===== config.mk =====
export PLATFORM = sky130hd
export DESIGN_NAME = mc_ctrl_flat
export DESIGN_NICKNAME = d
export VERILOG_FILES = /design/src/rtl/mc_ctrl_pkg.sv /design/src/rtl/mc_ctrl_if.sv /design/src/rtl/mc_alu_dec.sv /design/src/rtl/mc_ctrl.sv /design/src/flat_wrapper.sv
export SDC_FILE = /design/constraint.sdc
export NUM_CORES = 1
export LEC_CHECK = 0
export BUFFER_PORTS_ARGS = -buffer_cell sky130_fd_sc_hd__buf_2
export CAP_MARGIN = 20
export CORE_MARGIN = 2
export CORE_UTILIZATION = 38
export CTS_BUF_LIST = sky130_fd_sc_hd__clkbuf_4
export DETAILED_ROUTE_END_ITERATION = 6
export HOLD_SLACK_MARGIN = 0.15
export PLACE_DENSITY = 0.9
export SYNTH_ARGS = -nofsm -noshare
export SYNTH_HDL_FRONTEND = slang
export SYNTH_SLANG_ARGS = --single-unit

===== constraint.sdc =====
create_clock -name clk -period 2.1 [get_ports clk]
set_clock_uncertainty 0.2 [all_clocks]
set_input_delay 0.105 -clock clk [delete_from_list [all_inputs] [get_ports clk]]
set_output_delay 0.105 -clock clk [all_outputs]
set_load 0.01 [all_outputs]

===== src/rtl/mc_ctrl_pkg.sv =====
// Shared constants for the multi-cycle controller: state codes, opcode and
// funct encodings, ALU operation codes and datapath mux select codes.
package mc_ctrl_pkg;

    // Controller states; the numeric code is what state_out reports.
    typedef enum logic [3:0] {
        S_IF       = 4'd0,
        S_ID       = 4'd1,
        S_MEM_ADDR = 4'd2,
        S_MEM_RD   = 4'd3,
        S_WB_LW    = 4'd4,
        S_MEM_WR   = 4'd5,
        S_EX_R     = 4'd6,
        S_WB_R     = 4'd7,
        S_EX_I     = 4'd8,
        S_WB_I     = 4'd9,
        S_EX_BEQ   = 4'd10,
        S_EX_J     = 4'd11,
        S_ERROR    = 4'd12
    } state_t;

    // Opcodes (inst[31:26])
    localparam logic [5:0] OP_RTYPE = 6'b000000;
    localparam logic [5:0] OP_LW    = 6'b100011;
    localparam logic [5:0] OP_SW    = 6'b101011;
    localparam logic [5:0] OP_ADDI  = 6'b001000;
    localparam logic [5:0] OP_SLTI  = 6'b001010;
    localparam logic [5:0] OP_BEQ   = 6'b000100;
    localparam logic [5:0] OP_J     = 6'b000010;

    // R-type funct codes (inst[5:0])
    localparam logic [5:0] FN_ADD = 6'b100000;
    localparam logic [5:0] FN_SUB = 6'b100010;
    localparam logic [5:0] FN_AND = 6'b100100;
    localparam logic [5:0] FN_OR  = 6'b100101;
    localparam logic [5:0] FN_SLT = 6'b101010;
    localparam logic [5:0] FN_NOR = 6'b100111;

    // ALU_Control codes
    localparam logic [2:0] ALU_AND = 3'b000;
    localparam logic [2:0] ALU_OR  = 3'b001;
    localparam logic [2:0] ALU_ADD = 3'b010;
    localparam logic [2:0] ALU_SUB = 3'b110;
    localparam logic [2:0] ALU_SLT = 3'b111;
    localparam logic [2:0] ALU_NOR = 3'b100;

    // ALUSrcB selects
    localparam logic [1:0] SRCB_REG    = 2'b00;
    localparam logic [1:0] SRCB_FOUR   = 2'b01;
    localparam logic [1:0] SRCB_IMM    = 2'b10;
    localparam logic [1:0] SRCB_IMM_SH = 2'b11;

    // PCSource selects
    localparam logic [1:0] PCSRC_ALU    = 2'b00;
    localparam logic [1:0] PCSRC_ALUOUT = 2'b01;
    localparam logic [1:0] PCSRC_JUMP   = 2'b10;

    // True for the six R-type functions this controller supports.
    function automatic logic is_rtype_funct(input logic [5:0] funct);
        return (funct == FN_ADD) || (funct == FN_SUB) || (funct == FN_AND) ||
               (funct == FN_OR)  || (funct == FN_SLT) || (funct == FN_NOR);
    endfunction

endpackage


===== src/rtl/mc_ctrl_if.sv =====
// Controller <-> datapath bundle. Handshake: MIO_ready=1 means the memory
// access requested this cycle (MemRead/MemWrite) completes in this cycle; the
// controller holds its request unchanged every cycle MIO_ready is 0.
interface mc_ctrl_if;
    logic [31:0] inst;
    logic        zero;
    logic        MIO_ready;

    logic        PCWrite;
    logic        PCWriteCond;
    logic        IorD;
    logic        MemRead;
    logic        MemWrite;
    logic        IRWrite;
    logic        RegWrite;
    logic        RegDst;
    logic        MemtoReg;
    logic        ALUSrcA;
    logic [1:0]  ALUSrcB;
    logic [1:0]  PCSource;
    logic [2:0]  ALU_Control;
    logic        pc_en;
    logic        CPU_MIO;
    logic        err;
    logic [3:0]  state_out;

    // Controller side
    modport master (
        input  inst, zero, MIO_ready,
        output PCWrite, PCWriteCond, IorD, MemRead, MemWrite, IRWrite,
               RegWrite, RegDst, MemtoReg, ALUSrcA, ALUSrcB, PCSource,
               ALU_Control, pc_en, CPU_MIO, err, state_out
    );

    // Datapath / memory side
    modport slave (
        output inst, zero, MIO_ready,
        input  PCWrite, PCWriteCond, IorD, MemRead, MemWrite, IRWrite,
               RegWrite, RegDst, MemtoReg, ALUSrcA, ALUSrcB, PCSource,
               ALU_Control, pc_en, CPU_MIO, err, state_out
    );
endinterface


===== src/rtl/mc_alu_dec.sv =====
// ALU operation decode: fetch/decode/address states always add, R-type
// execute follows funct, I-type execute follows op, beq subtracts.
module mc_alu_dec
    import mc_ctrl_pkg::*;
(
    input  state_t     state,
    input  logic [5:0] op,
    input  logic [5:0] funct,
    output logic [2:0] alu_control
);

    // Pure combinational map from (state, op, funct) to ALU_Control.
    always_comb begin
        alu_control = ALU_AND;
        case (state)
            S_IF, S_ID, S_MEM_ADDR: alu_control = ALU_ADD;
            S_EX_R: begin
                case (funct)
                    FN_ADD:  alu_control = ALU_ADD;
                    FN_SUB:  alu_control = ALU_SUB;
                    FN_AND:  alu_control = ALU_AND;
                    FN_OR:   alu_control = ALU_OR;
                    FN_SLT:  alu_control = ALU_SLT;
                    FN_NOR:  alu_control = ALU_NOR;
                    default: alu_control = ALU_ADD;
                endcase
            end
            S_EX_I:   alu_control = (op == OP_SLTI) ? ALU_SLT : ALU_ADD;
            S_EX_BEQ: alu_control = ALU_SUB;
            default:  alu_control = ALU_AND;
        endcase
    end

endmodule


===== src/rtl/mc_ctrl.sv =====
// Multi-cycle MIPS-subset controller: state register, next-state decode and
// Moore-style output decode (IF strobes additionally gated by MIO_ready).
module mc_ctrl
    import mc_ctrl_pkg::*;
(
    input  logic      clk,
    input  logic      rst,
    mc_ctrl_if.master bus
);

    state_t     state_q;
    state_t     state_cur;
    state_t     state_nxt;
    logic [5:0] op;
    logic [5:0] funct;
    logic [2:0] alu_ctl;
    logic       unused_inst_bits;

    logic       pc_write;
    logic       pc_write_cond;
    logic       iord;
    logic       mem_read;
    logic       mem_write;
    logic       ir_write;
    logic       reg_write;
    logic       reg_dst;
    logic       memto_reg;
    logic       alu_src_a;
    logic [1:0] alu_src_b;
    logic [1:0] pc_source;
    logic       err_flag;

    assign op               = bus.inst[31:26];
    assign funct            = bus.inst[5:0];
    assign unused_inst_bits = ^bus.inst[25:6];

    // While rst is high the block already presents the IF decode, so no
    // stale strobe (e.g. MemWrite from a stalled store) escapes during reset.
    assign state_cur = rst ? S_IF : state_q;

    // State register with synchronous reset.
    always_ff @(posedge clk) begin
        if (rst) state_q <= S_IF;
        else     state_q <= state_nxt;
    end

    // Next-state decode; inst is only consulted in ID and the execute states.
    always_comb begin
        state_nxt = state_cur;
        case (state_cur)
            S_IF:       state_nxt = bus.MIO_ready ? S_ID : S_IF;
            S_ID: begin
                case (op)
                    OP_LW, OP_SW:     state_nxt = S_MEM_ADDR;
                    OP_RTYPE:         state_nxt = is_rtype_funct(funct) ? S_EX_R : S_ERROR;
                    OP_ADDI, OP_SLTI: state_nxt = S_EX_I;
                    OP_BEQ:           state_nxt = S_EX_BEQ;
                    OP_J:             state_nxt = S_EX_J;
                    default:          state_nxt = S_ERROR;
                endcase
            end
            S_MEM_ADDR: state_nxt = (op == OP_SW) ? S_MEM_WR : S_MEM_RD;
            S_MEM_RD:   state_nxt = bus.MIO_ready ? S_WB_LW : S_MEM_RD;
            S_WB_LW:    state_nxt = S_IF;
            S_MEM_WR:   state_nxt = bus.MIO_ready ? S_IF : S_MEM_WR;
            S_EX_R:     state_nxt = S_WB_R;
            S_WB_R:     state_nxt = S_IF;
            S_EX_I:     state_nxt = S_WB_I;
            S_WB_I:     state_nxt = S_IF;
            S_EX_BEQ:   state_nxt = S_IF;
            S_EX_J:     state_nxt = S_IF;
            S_ERROR:    state_nxt = S_ERROR;
            default:    state_nxt = S_ERROR;
        endcase
    end

    // Output decode from the current state; everything not named is 0.
    always_comb begin
        pc_write      = 1'b0;
        pc_write_cond = 1'b0;
        iord          = 1'b0;
        mem_read      = 1'b0;
        mem_write     = 1'b0;
        ir_write      = 1'b0;
        reg_write     = 1'b0;
        reg_dst       = 1'b0;
        memto_reg     = 1'b0;
        alu_src_a     = 1'b0;
        alu_src_b     = SRCB_REG;
        pc_source     = PCSRC_ALU;
        err_flag      = 1'b0;
        case (state_cur)
            S_IF: begin
                mem_read  = 1'b1;
                alu_src_b = SRCB_FOUR;
                ir_write  = bus.MIO_ready;
                pc_write  = bus.MIO_ready;
            end
            S_ID: alu_src_b = SRCB_IMM_SH;
            S_MEM_ADDR: begin
                alu_src_a = 1'b1;
                alu_src_b = SRCB_IMM;
            end
            S_MEM_RD: begin
                iord     = 1'b1;
                mem_read = 1'b1;
            end
            S_WB_LW: begin
                memto_reg = 1'b1;
                reg_write = 1'b1;
            end
            S_MEM_WR: begin
                iord      = 1'b1;
                mem_write = 1'b1;
            end
            S_EX_R: alu_src_a = 1'b1;
            S_WB_R: begin
                reg_dst   = 1'b1;
                reg_write = 1'b1;
            end
            S_EX_I: begin
                alu_src_a = 1'b1;
                alu_src_b = SRCB_IMM;
            end
            S_WB_I: reg_write = 1'b1;
            S_EX_BEQ: begin
                alu_src_a     = 1'b1;
                pc_write_cond = 1'b1;
                pc_source     = PCSRC_ALUOUT;
            end
            S_EX_J: begin
                pc_write  = 1'b1;
                pc_source = PCSRC_JUMP;
            end
            S_ERROR: err_flag = 1'b1;
            default: err_flag = 1'b1;
        endcase
    end

    mc_alu_dec u_alu_dec (
        .state       (state_cur),
        .op          (op),
        .funct       (funct),
        .alu_control (alu_ctl)
    );

    assign bus.PCWrite     = pc_write;
    assign bus.PCWriteCond = pc_write_cond;
    assign bus.IorD        = iord;
    assign bus.MemRead     = mem_read;
    assign bus.MemWrite    = mem_write;
    assign bus.IRWrite     = ir_write;
    assign bus.RegWrite    = reg_write;
    assign bus.RegDst      = reg_dst;
    assign bus.MemtoReg    = memto_reg;
    assign bus.ALUSrcA     = alu_src_a;
    assign bus.ALUSrcB     = alu_src_b;
    assign bus.PCSource    = pc_source;
    assign bus.ALU_Control = alu_ctl;
    assign bus.pc_en       = pc_write | (pc_write_cond & bus.zero);
    assign bus.CPU_MIO     = mem_read | mem_write;
    assign bus.err         = err_flag;
    assign bus.state_out   = state_cur;

endmodule


===== src/flat_wrapper.sv =====
// flat-port wrapper written by rule: the top's interface ports become plain ports
module mc_ctrl_flat import mc_ctrl_pkg::*;
  (clk, rst, bus_inst, bus_zero, bus_MIO_ready, bus_PCWrite, bus_PCWriteCond, bus_IorD, bus_MemRead, bus_MemWrite, bus_IRWrite, bus_RegWrite, bus_RegDst, bus_MemtoReg, bus_ALUSrcA, bus_ALUSrcB, bus_PCSource, bus_ALU_Control, bus_pc_en, bus_CPU_MIO, bus_err, bus_state_out);
  mc_ctrl_if bus_i ();
  input  logic clk;
  input  logic rst;
  input wire logic [$bits(bus_i.inst)-1:0] bus_inst;
  input wire logic [$bits(bus_i.zero)-1:0] bus_zero;
  input wire logic [$bits(bus_i.MIO_ready)-1:0] bus_MIO_ready;
  output wire logic [$bits(bus_i.PCWrite)-1:0] bus_PCWrite;
  output wire logic [$bits(bus_i.PCWriteCond)-1:0] bus_PCWriteCond;
  output wire logic [$bits(bus_i.IorD)-1:0] bus_IorD;
  output wire logic [$bits(bus_i.MemRead)-1:0] bus_MemRead;
  output wire logic [$bits(bus_i.MemWrite)-1:0] bus_MemWrite;
  output wire logic [$bits(bus_i.IRWrite)-1:0] bus_IRWrite;
  output wire logic [$bits(bus_i.RegWrite)-1:0] bus_RegWrite;
  output wire logic [$bits(bus_i.RegDst)-1:0] bus_RegDst;
  output wire logic [$bits(bus_i.MemtoReg)-1:0] bus_MemtoReg;
  output wire logic [$bits(bus_i.ALUSrcA)-1:0] bus_ALUSrcA;
  output wire logic [$bits(bus_i.ALUSrcB)-1:0] bus_ALUSrcB;
  output wire logic [$bits(bus_i.PCSource)-1:0] bus_PCSource;
  output wire logic [$bits(bus_i.ALU_Control)-1:0] bus_ALU_Control;
  output wire logic [$bits(bus_i.pc_en)-1:0] bus_pc_en;
  output wire logic [$bits(bus_i.CPU_MIO)-1:0] bus_CPU_MIO;
  output wire logic [$bits(bus_i.err)-1:0] bus_err;
  output wire logic [$bits(bus_i.state_out)-1:0] bus_state_out;
  assign bus_i.inst = bus_inst;
  assign bus_i.zero = bus_zero;
  assign bus_i.MIO_ready = bus_MIO_ready;
  assign bus_PCWrite = bus_i.PCWrite;
  assign bus_PCWriteCond = bus_i.PCWriteCond;
  assign bus_IorD = bus_i.IorD;
  assign bus_MemRead = bus_i.MemRead;
  assign bus_MemWrite = bus_i.MemWrite;
  assign bus_IRWrite = bus_i.IRWrite;
  assign bus_RegWrite = bus_i.RegWrite;
  assign bus_RegDst = bus_i.RegDst;
  assign bus_MemtoReg = bus_i.MemtoReg;
  assign bus_ALUSrcA = bus_i.ALUSrcA;
  assign bus_ALUSrcB = bus_i.ALUSrcB;
  assign bus_PCSource = bus_i.PCSource;
  assign bus_ALU_Control = bus_i.ALU_Control;
  assign bus_pc_en = bus_i.pc_en;
  assign bus_CPU_MIO = bus_i.CPU_MIO;
  assign bus_err = bus_i.err;
  assign bus_state_out = bus_i.state_out;
  mc_ctrl u_core (.clk(clk), .rst(rst), .bus(bus_i));
endmodule

# Yosys cells after proc, flatten, opt, wreduce, memory -nomap -nowiden
# Index checks and enable logic that the tools add are counted.
# classes
eq_ne	23
n_mux	24
n_bitwise	3
n_reduce_logical	17
# op_table
cell	count
$eq A6 B6 Y1 const B	8
$pmux W4 S8	1
$pmux W4 S5	1
$eq A4 B3 Y1 const B	4
$eq A4 B4 Y1 const B	4
$pmux W3 S5	1
$eq A6 B4 Y1 const B	2
$mux W3	4
$pmux W3 S4	1
$reduce_or A12 Y1	1
$mux W1	11
$reduce_or A2 Y1	5
$eq A4 B2 Y1 const B	2
$mux W4	2
$eq A6 B2 Y1 const B	1
$eq A6 B3 Y1 const B	1
$logic_not A6 Y1	1
$pmux W2 S3	1
$reduce_or A3 Y1	2
$logic_or A1 B1 Y1	5
$reduce_or A5 Y1	1
$eq A4 B1 Y1 const B	1
$logic_not A4 Y1	1
$pmux W2 S2	1
other kinds (4)	5
# totals
reg_bits	4
input_bits	36
out_inout_bits	24

# Depth between registers and ports, before layout
# Gate-level depths: netlist of the first run.
# depth
depth_word	9
ltp_mapped	6

# Hierarchy
# A second synthesis of the first run with hierarchy kept.
# unflattened
hier_cells	110
area_unflattened_um2	737.0
# modules_own_cells
module	n_inst	cells_per_inst	area_each_um2	seq_area_each_um2
mc_ctrl	1	89	590.6	80.1
mc_alu_dec	1	21	146.4	0.0

# Least setup slack after synthesis of the first run
# OpenSTA, ideal clock, no wires.
# synth_path
path_type	register to output
from	register u_core.state_q[0]
to	output port bus_ALUSrcB[1]
t_arrival_ns	1.377
required_ns	1.795
path_slack_ns	0.418
path_stages_with_launch	5
path_buffers	1
cell_sequence	dfxtp_1 -> buf_2 -> nand2_1 -> a21oi_1 -> a2111oi_0
# synth_between
elab_chain_cells	4
# synth_rtl
item	line_no	text
from (decl)	mc_ctrl.sv:11	state_t state_q;
from (signal assigned)	mc_ctrl.sv:44	else state_q <= state_nxt;
$mux W4 (*)	mc_ctrl.sv:39	assign state_cur = rst ? S_IF : state_q;
$eq A4 B2 Y1 / $eq A4 B4 Y1 (equally long branches)	mc_ctrl.sv:92	case (state_cur)
$reduce_or A2 Y1 (no source line)	n/a	
$pmux W2 S3 (*)	mc_ctrl.sv:92	
to (decl)	flat_wrapper.sv:20	output wire logic [$bits(bus_i.ALUSrcB)-1:0] bus_ALUSrcB;
# Mark *: on every way between the ends. The rest lies on a longest branch, timed or not.

# Worst setup path in the final report of the first run
# layout_path
from	register u_core.state_q[0]
to	output port bus_ALU_Control[2]
# layout_between
elab_chain_cells	4
# layout_rtl
item	line_no	text
$mux W4 (*)	mc_ctrl.sv:39	
$eq A4 B1 Y1 (tied with other cells)	mc_alu_dec.sv:15	case (state)
$reduce_or A3 Y1	mc_alu_dec.sv:15	
$pmux W3 S4 (*)	mc_alu_dec.sv:15	
to (decl)	flat_wrapper.sv:22	output wire logic [$bits(bus_i.ALU_Control)-1:0] bus_ALU_Control;
# Marks and branches as above.

==> impl_metrics.py, run 1 <==
metrics = {
    "synth": {
        "synth_fp_nets": 145,
        "synth-edff-count": 0,
        "synthDistinctLibCells": 44,
        "synthArstFlopShare": 0,
        "syn_inst": 109,
        "ys_ff_latch": 4,
        "yosys_warnings": 0,
        "avgSynthCellArea_um2": 6.57,
        "synth_seq_area_share": 0.112,
        "netlist_area_um2": 716,
        "synth_ff_type": "dfxtp_1",
    },
    "finish": {
        "ff_latch_area_um2": 82.6,
        "drive_gt1_frac": 0.351,
        "n_antenna_cell": 0,
        "regMostFlops": "u_core.state_q",
        "nets": 189,
        "multi_input_area_um2": 596,
        "final_cell_mix": "buf_2, nor2_1, nand2_1",
        "final_area_um2": 1000,
        "largest_reg_flops": 4,
        "layout_commonest_cell": "buf_2",
        "syn2layout_area_growth_pct": 40.2,
        "reg_top3": "u_core.state_q x4",
        "n_fill_cell": 176,
        "final_core_util": 0.575,
    },
    "placed_design": {
        "place_hpwl_um": 1690,
        "post_dp_cell_area_um2": 922,
        "gp_congestion": 0.897,
        "io_buffers": 39,
    },
    "sta": {
        "worst_pin_slew_ps": 387,
        "grt_setup_unrepaired": "no",
        "fin_crit_ps": 1960,
        "slew_headroom": 0.735,
        "final_hold_viol_count": 0,
        "setup_viol": 0,
        "fin_crit_sh": 0.934,
        "clock.fmax_mhz": 510,
        "tns_ps": 0,
        "hold_ws_ps": 168,
        "slew_viol_final": 0,
    },
    "pwr": {
        "power.internal_mw": 0.280,
        "ir_drop_v": 0.000345,
        "switching_share": 0.446,
        "p_switching_mw": 0.225,
        "power_density_nw_per_um2": 503,
        "p_total_mw": 0.505,
        "clkPwrFrac": 0.178,
        "seq_power_share": 0.261,
        "leakage_nw": 0.474,
        "power_frac_comb": 0.561,
    },
    "grt": {
        "grt_start_max_net_pins": 19,
        "grt_pass1_wl_um": 3190,
        "grt_pass1_vias": 797,
        "grt_use_total": 0.196,
        "grt-ovfl-total": 0,
        "antenna_found_initial": 0,
    },
    "routing": {
        "dr.pass1.iters": 5,
        "ant_nets": 0,
        "wl_per_cell_um": 12.4,
        "vias_per_cell": 5.59,
        "drc": 0,
        "vias": 984,
        "wl_um": 2180,
        "drt_iter0_markers": 22,
    },
    "setup_path": {
        "rr_worst_depth": 5,
        "rr_endpoint": "u_core.state_q[0]$_SDFF_PP0_",
        "critPathArrivalTime_ps": 1660,
        "r2r_start": "u_core.state_q[1]$_SDFF_PP0_",
        "crit_type": "reg2out",
        "endpoint_kind": "output port",
        "critPathLaunchType": "flop",
        "crit_required_ps": 1790,
        "r2r_setup_slack_ps": 290,
        "cp_max_fo": 8,
    },
    "floorplanning": {
        "die_y_um": 47.4,
        "fp.dieW_um": 47.4,
        "start_util": 0.410,
        "ioPinCount": 60,
        "die_area_um2": 2250,
        "rows": 15,
        "core_area_um2": 1750,
    },
    "status": {
        "status": "completed",
    },
    "cts": {
        "clockBufferDepth": 2,
        "htree_num_levels": 1,
        "cts_tree": "done",
        "cts_sinks": 4,
        "clkTransAtPathRegs_ps": 30,
        "post-cts-setup-buffer-count": 0,
        "cts-root-buf": "clkbuf_4",
        "clock_latency_ps": 230,
        "numCtsBuffers": 3,
    },
    "hold_path": {
        "hold_depth": 5,
        "whs_endpoint": "u_core.state_q[1]$_SDFF_PP0_",
        "hp-class": "in2reg",
        "worstHoldStart": "bus_inst[29]",
    },
    "flow_run": {
        "maxCapViolations": 0,
    },
}
final cells by class:
cell class,instances,share of cell area
Sequential cell,4,0.0823
Inverter,3,0.0112
Timing Repair Buffer,46,0.259
Tap cell,25,0.0312
Multi-Input combinational cell,95,0.594
Clock buffer,3,0.0224
worst max-delay path by stage:
stage / cells after the start / end / slack (ps) / startpoint
3_5_place_dp: 5 / bus_pc_en / 290 / u_core.state_q[2]$_SDFF_PP0_
2_1_floorplan: 4 / bus_ALUSrcB[1] / 420 / u_core.state_q[0]$_SDFF_PP0_
5_1_grt: 6 / bus_ALU_Control[2] / 30 / u_core.state_q[0]$_SDFF_PP0_
6_report: 6 / bus_ALU_Control[2] / 140 / u_core.state_q[0]$_SDFF_PP0_
3_3_place_gp: 5 / bus_pc_en / 320 / u_core.state_q[2]$_SDFF_PP0_
4_1_cts: 5 / bus_pc_en / 40 / u_core.state_q[2]$_SDFF_PP0_
power groups by stage:
stage               registers, mW  clock network, mW  logic (mW)
floorplan                  0.0960                  0       0.211
global placement            0.130                  0       0.262
detailed placement          0.130                  0       0.272
CTS                         0.129             0.0964       0.279
global route                0.136              0.103       0.314
finish                      0.132             0.0899       0.283
routing by layer:
layer | vias up | global-route usage | routed length (um)
met3 | 2 | 0.0269 | 113
met1 | 452 | 0.232 | 937
met5 | - | 0 | 0
met4 | 0 | 0.0778 | 14
li1 | 485 | - | -
met2 | 45 | 0.351 | 1110
logic make-up after synthesis:
family                 Yosys count  synth area share
AND/OR/NAND/NOR                 61             0.477
XOR/XNOR                         2            0.0245
flip-flops                       4             0.112
buffers and inverters           10            0.0647
AO/OA/AOI/OAI                   32             0.322
synth_stat cells, drive strengths merged, types with 4 or more instances:
cell	count	share of area
buf	6	0.044
a21oi	4	0.028
nor2b	5	0.044
dfxtp	4	0.11
nand2	10	0.056
nor2	19	0.13
nand2b	6	0.056
o21ai	7	0.049
critical path, stage by stage (launching register included):
cell     delay [ps]
dfxtp_1         360
or2_1           320
nor4b_2         250
nand4_1         150
nor2b_1         150
o21ai_1          60
buf_2           140
repair_timing:
item,CTS,global route
hold buffers,5,0
gates resized for setup,0,3
hold endpoints to repair,3,0
setup endpoints to repair,0,2
through the flow:
step / setup slack, ps / instances
final: 138 / 176
after floorplan: 418 / 109
after global placement: 322 / 168
after CTS: 40.9 / 176
after global routing: 31.8 / 176
after detailed placement: 292 / 168
Note: power is estimated with default switching activity, not from simulation.
==> inputs of run 2 (changes only) <==
==> constraint.sdc (replaced) <==
create_clock -name clk -period 2.1 [get_ports clk]
set_clock_uncertainty 0.2 [all_clocks]
set_input_delay 0.21 -clock clk [delete_from_list [all_inputs] [get_ports clk]]
set_output_delay 0.21 -clock clk [all_outputs]
set_load 0.01 [all_outputs]
==> impl_metrics.py, run 2 (same netlist as run 1, synthesis figures left out) <==
metrics = {
    "finish": {
        "n_fill_cell": 173,
        "final_area_um2": 973,
        "stdcell_count": 172,
        "layout_commonest_cell": "buf_2",
        "reg_top3": "u_core.state_q x4",
        "largest_reg_flops": 4,
        "n_antenna_cell": 0,
        "ff_latch_area_um2": 83.8,
        "nets": 185,
        "drive_gt1_frac": 0.381,
        "regMostFlops": "u_core.state_q",
        "syn2layout_area_growth_pct": 36.0,
        "multi_input_area_um2": 607,
        "final_cell_mix": "buf_2, nor2_1, nand2_1",
    },
    "setup_path": {
        "endpoint_kind": "output port",
        "critPathArrivalTime_ps": 1620,
        "crit_type": "reg2out",
        "critPathLaunchType": "flop",
        "slowest_stage": "dfxtp_2",
        "crit_required_ps": 1690,
        "slowest_delay_ps": 350,
        "crit_chain": "or2_4 -> nor4b_4 -> nand4_1 -> nor2b_1 -> o21ai_1 -> buf_2",
        "cp_max_fo": 8,
    },
    "hold_path": {
        "hp-class": "in2reg",
    },
    "sta": {
        "fin_crit_ps": 2030,
        "hold_ws_ps": 182,
        "setup_viol": 0,
        "grt_setup_unrepaired": "no",
        "fin_crit_sh": 0.965,
        "slew_headroom": 0.760,
        "slew_viol_final": 0,
        "clock.fmax_mhz": 493,
        "tns_ps": 0,
        "final_hold_viol_count": 0,
        "worst_pin_slew_ps": 352,
    },
    "floorplanning": {
        "die_area_um2": 2250,
        "rows": 15,
        "die_y_um": 47.4,
        "start_util": 0.410,
        "ioPinCount": 60,
        "core_area_um2": 1750,
        "fp.dieW_um": 47.4,
    },
    "routing": {
        "wl_per_cell_um": 13.1,
        "wl_um": 2250,
        "drt_iter0_markers": 28,
        "ant_nets": 0,
        "vias_per_cell": 5.77,
        "dr.pass1.iters": 4,
        "drc": 0,
        "vias": 993,
    },
    "placed_design": {
        "place_hpwl_um": 1700,
        "post_dp_cell_area_um2": 930,
        "gp_congestion": 0.886,
        "io_buffers": 39,
        "place_inst": 169,
    },
    "grt": {
        "grt_pass1_vias": 823,
        "grt_start_max_net_pins": 16,
        "grt-ovfl-total": 0,
        "antenna_found_initial": 0,
        "grt_use_total": 0.204,
        "grt_pass1_wl_um": 3310,
    },
    "cts": {
        "clkTransAtPathRegs_ps": 40,
        "cts-root-buf": "clkbuf_4",
        "cts_sinks": 4,
        "clock_latency_ps": 240,
        "hold_buffers": 0,
        "htree_num_levels": 1,
        "numCtsBuffers": 3,
        "cts_tree": "done",
        "clockBufferDepth": 2,
    },
    "pwr": {
        "ir_drop_v": 0.000331,
        "leakage_nw": 0.464,
        "power_density_nw_per_um2": 536,
        "p_total_mw": 0.522,
    },
    "flow_run": {
        "maxCapViolations": 0,
    },
    "status": {
        "status": "completed",
    },
}
-- run 2: changes by cell type in the layout (fill, tap and decap cells not counted), sizes merged --
| cell | delta |
|---|---|
| buf | +1 |
| dlygate4sd3 | -5 |
-- run 2: worst paths after layout --
| kind | start | to | slack, ps | cells after the start |
|---|---|---|---|---|
| hold / removal | bus_inst[30] | u_core.state_q[1]$_SDFF_PP0_ | 180 | 3 |
| setup / recovery | u_core.state_q[0]$_SDFF_PP0_ | bus_ALU_Control[2] | 70 | 6 |
| hold reg to reg | u_core.state_q[0]$_SDFF_PP0_ | u_core.state_q[3]$_SDFF_PP0_ | 560 | 4 |
| setup reg to reg | u_core.state_q[2]$_SDFF_PP0_ | u_core.state_q[0]$_SDFF_PP0_ | 280 | 5 |
-- run 2: layout make-up --
class	count	area share
multi-input cells	95	0.623
flip-flops and latches	4	0.0861
well taps	25	0.0321
clock buffers	3	0.0231
repair buffers	42	0.224
inverters	3	0.0116
-- run 2: timing repair --
action,4_1_cts,5_1_grt
buffers inserted,0,0
gates resized for setup,2,4
endpoints found under the setup margin,2,5
endpoints found under the hold margin,0,0
-- run 2: through the flow --
stage,setup WS (ps),util
finish,72.9,0.558
global route,2.10,0.558
CTS,39.8,0.550
detailed placement,234,0.533
global placement,268,0.533
floorplan,313,-
-- run 2: worst max-delay path: cells and delay by family, from the launching register on --
kind	cells	cell delay (ps)
AOI/OAI and AO/OA	1	60
DFF	1	350
buffers and inverters	1	140
and+or+nand+nor	4	840
-- run 2: where the power goes --
group	switching (mW)	total, mW	internal (mW)
sequential	0.0375	0.128	0.0906
clock	0.0310	0.0948	0.0639
combinational	0.171	0.299	0.128
total	0.239	0.522	0.283
-- run 2: metal layers --
metal / vias up / wire (um) / GRT usage
met5: - / 0 / 0
met4: 0 / 48 / 0.117
met3: 8 / 185 / 0.0423
met2: 50 / 1170 / 0.354
met1: 453 / 844 / 0.229
li1: 482 / - / -
==> inputs of run 3 (changes only) <==
--- a/config.mk
+++ b/config.mk
@@ -7,12 +7,15 @@
 export LEC_CHECK = 0
 export BUFFER_PORTS_ARGS = -buffer_cell sky130_fd_sc_hd__buf_2
 export CAP_MARGIN = 20
+export CELL_PAD_IN_SITES_DETAIL_PLACEMENT = 1
+export CELL_PAD_IN_SITES_GLOBAL_PLACEMENT = 1
 export CORE_MARGIN = 2
-export CORE_UTILIZATION = 38
+export CORE_UTILIZATION = 22
 export CTS_BUF_LIST = sky130_fd_sc_hd__clkbuf_4
 export DETAILED_ROUTE_END_ITERATION = 6
 export HOLD_SLACK_MARGIN = 0.15
-export PLACE_DENSITY = 0.9
+export PLACE_DENSITY = 0.88
+export SETUP_SLACK_MARGIN = 0.05
 export SYNTH_ARGS = -nofsm -noshare
 export SYNTH_HDL_FRONTEND = slang
 export SYNTH_SLANG_ARGS = --single-unit
==> constraint.sdc (replaced) <==
create_clock -name clk -period 1.7 [get_ports clk]
set_clock_uncertainty 0.2 [all_clocks]
set_input_delay 0.17 -clock clk [delete_from_list [all_inputs] [get_ports clk]]
set_output_delay 0.17 -clock clk [all_outputs]
set_load 0.01 [all_outputs]
==> impl_metrics.py, run 3 (same netlist as run 1, synthesis figures left out) <==
metrics = {
    "cts": {
        "cts_tree": "done",
        "htree_num_levels": 1,
        "cts_sinks": 4,
        "cts-root-buf": "clkbuf_4",
        "clock_latency_ps": 250,
        "clkTransAtPathRegs_ps": 40,
        "clockBufferDepth": 2,
        "numCtsBuffers": 3,
    },
    "finish": {
        "n_fill_cell": 376,
        "reg_top3": "u_core.state_q x4",
        "multi_input_area_um2": 763,
        "layout_commonest_cell": "buf_2",
        "stdcell_count": 225,
        "syn2layout_area_growth_pct": 111,
        "final_cell_mix": "buf_2, buf_4, buf_6, nor2_1, nand2_1",
        "n_antenna_cell": 0,
        "nets": 219,
        "ff_latch_area_um2": 95.1,
        "regMostFlops": "u_core.state_q",
        "drive_gt1_frac": 0.575,
        "largest_reg_flops": 4,
    },
    "placed_design": {
        "gp_congestion": 0.864,
        "place_inst": 203,
        "place_hpwl_um": 2230,
        "io_buffers": 39,
    },
    "routing": {
        "wl_met2_um": 2230,
        "met3_length_um": 174,
        "wl_per_cell_um": 19.1,
        "wl_met1_um": 1770,
        "vias": 1187,
        "top_layer": "met4",
        "drt_iter0_markers": 39,
        "wl_um": 4300,
        "dr.pass1.iters": 4,
        "vias_per_cell": 5.28,
        "drc": 0,
        "ant_nets": 0,
    },
    "setup_path": {
        "slowest_delay_ps": 360,
        "cp_max_fo": 3,
        "critPathArrivalTime_ps": 1610,
        "cpLargestDelayFamily": "simple AND/OR/NAND/NOR gates",
        "rr_endpoint": "u_core.state_q[0]$_SDFF_PP0_",
        "crit_required_ps": 1330,
        "slowest_stage": "dfxtp_4",
        "worst-path-stages": 6,
        "crit_type": "reg2out",
        "rr_worst_depth": 10,
        "r2r_setup_slack_ps": -180,
        "crit_chain": "or2_4 -> nor4b_4 -> nand4_1 -> nor2b_1 -> o21ai_1 -> buf_2",
        "r2r_start": "u_core.state_q[1]$_SDFF_PP0_",
        "critPathLaunchType": "flop",
        "path_buf_inv": 1,
        "endpoint_kind": "output port",
    },
    "sta": {
        "hold_ws_ps": 201,
        "clock.fmax_mhz": 506,
        "slew_headroom": 0.665,
        "worst_pin_slew_ps": 496,
        "postLayoutSetupSlackWorst_ps": -277,
        "final_hold_viol_count": 0,
        "fin_crit_ps": 1980,
        "grt_setup_unrepaired": "yes",
        "fin_crit_sh": 1.16,
        "setup_viol": 16,
        "slew_viol_final": 0,
    },
    "pwr": {
        "power_density_nw_per_um2": 667,
        "ir_drop_v": 0.000370,
        "p_total_mw": 1.01,
        "leakage_nw": 0.686,
    },
    "hold_path": {
        "hp-class": "in2reg",
        "worstHoldStart": "bus_inst[28]",
        "hold_depth": 3,
        "whs_endpoint": "u_core.state_q[1]$_SDFF_PP0_",
    },
    "status": {
        "violations": "negative setup slack",
        "status": "finished, violations left",
    },
    "floorplanning": {
        "start_util": 0.233,
        "core_area_um2": 3080,
        "die_area_um2": 3730,
        "ioPinCount": 60,
        "die_y_um": 61.0,
        "fp.dieW_um": 61.0,
        "rows": 20,
    },
    "flow_run": {
        "maxCapViolations": 0,
    },
    "grt": {
        "grt-ovfl-total": 0,
        "grt_use_total": 0.199,
        "grt_pass1_wl_um": 5440,
        "grt_start_max_net_pins": 11,
        "antenna_found_initial": 0,
        "grt_pass1_vias": 1107,
    },
}
## run 3: cell count changes in the layout (fill, tap and decap cells not counted), moves of 4 or more
cell     previous run  this run
buf_4               3        21
buf_6               0        15
buf_2              39        35
dfxtp_4             0         4
## run 3: routing by layer
layer	vias to the layer above	global-route usage
met4	0	0.0714
li1	543	-
met1	587	0.258
met2	41	0.328
met5	-	0
met3	16	0.0399
## run 3: worst register-to-register path, cell delays in order, from the launching register on
cell      delay, ps
dfxtp_4         330
buf_6           120
buf_6           130
buf_6           130
buf_4           130
buf_4           140
nor2_4           90
o21ai_1          60
o311ai_1        110
o211ai_1        160
a31oi_1         190
## run 3: power breakdown
part	switching (mW)	total [mW]	leakage, nW	internal, mW
Clock	0.0529	0.133	0.0138	0.0799
Combinational	0.372	0.726	0.636	0.353
Sequential	0.0344	0.149	0.0356	0.114
Total	0.460	1.01	0.686	0.547
## run 3: cell type report
class / count / share of cell area
clock buffers: 3 / 0.0149
inverters: 3 / 0.00746
multi-input cells: 95 / 0.506
flip-flops and latches: 4 / 0.0630
well taps: 44 / 0.0365
repair buffers: 76 / 0.372
## run 3: timing repair
action / 4_1_cts / 5_1_grt
hold endpoints to repair: 3 / 0
gates cloned: 0 / 0
resized for setup: 29 / 27
hold buffers: 3 / 0
setup buffers: 10 / 8
pin swaps: 8 / 12
setup endpoints to repair: 18 / 20
## run 3: stage by stage
step | setup TNS (ps) | util | cell area, um2 | setup WS (ps)
4_1_cts | -1330 | 0.430 | 1320 | -231
3_3_place_gp | -73.1 | 0.350 | 1080 | -64.1
2_1_floorplan | 0 | - | 726 | 39.6
6_report | -2220 | 0.490 | 1510 | -277
3_5_place_dp | -88.2 | 0.350 | 1080 | -80.8
5_1_grt | -3350 | 0.490 | 1510 | -373
## run 3: how the worst max path moves through the flow
stage / start / end / slack (ps)
after global routing: u_core.state_q[1]$_SDFF_PP0_ / bus_ALU_Control[2] / -370
after detailed placement: u_core.state_q[0]$_SDFF_PP0_ / bus_ALU_Control[2] / -80
after global placement: u_core.state_q[0]$_SDFF_PP0_ / bus_ALU_Control[2] / -60
after floorplan: u_core.state_q[0]$_SDFF_PP0_ / bus_ALUSrcB[1] / 40
final: u_core.state_q[0]$_SDFF_PP0_ / bus_ALU_Control[2] / -280
after CTS: u_core.state_q[1]$_SDFF_PP0_ / bus_ALU_Control[2] / -230
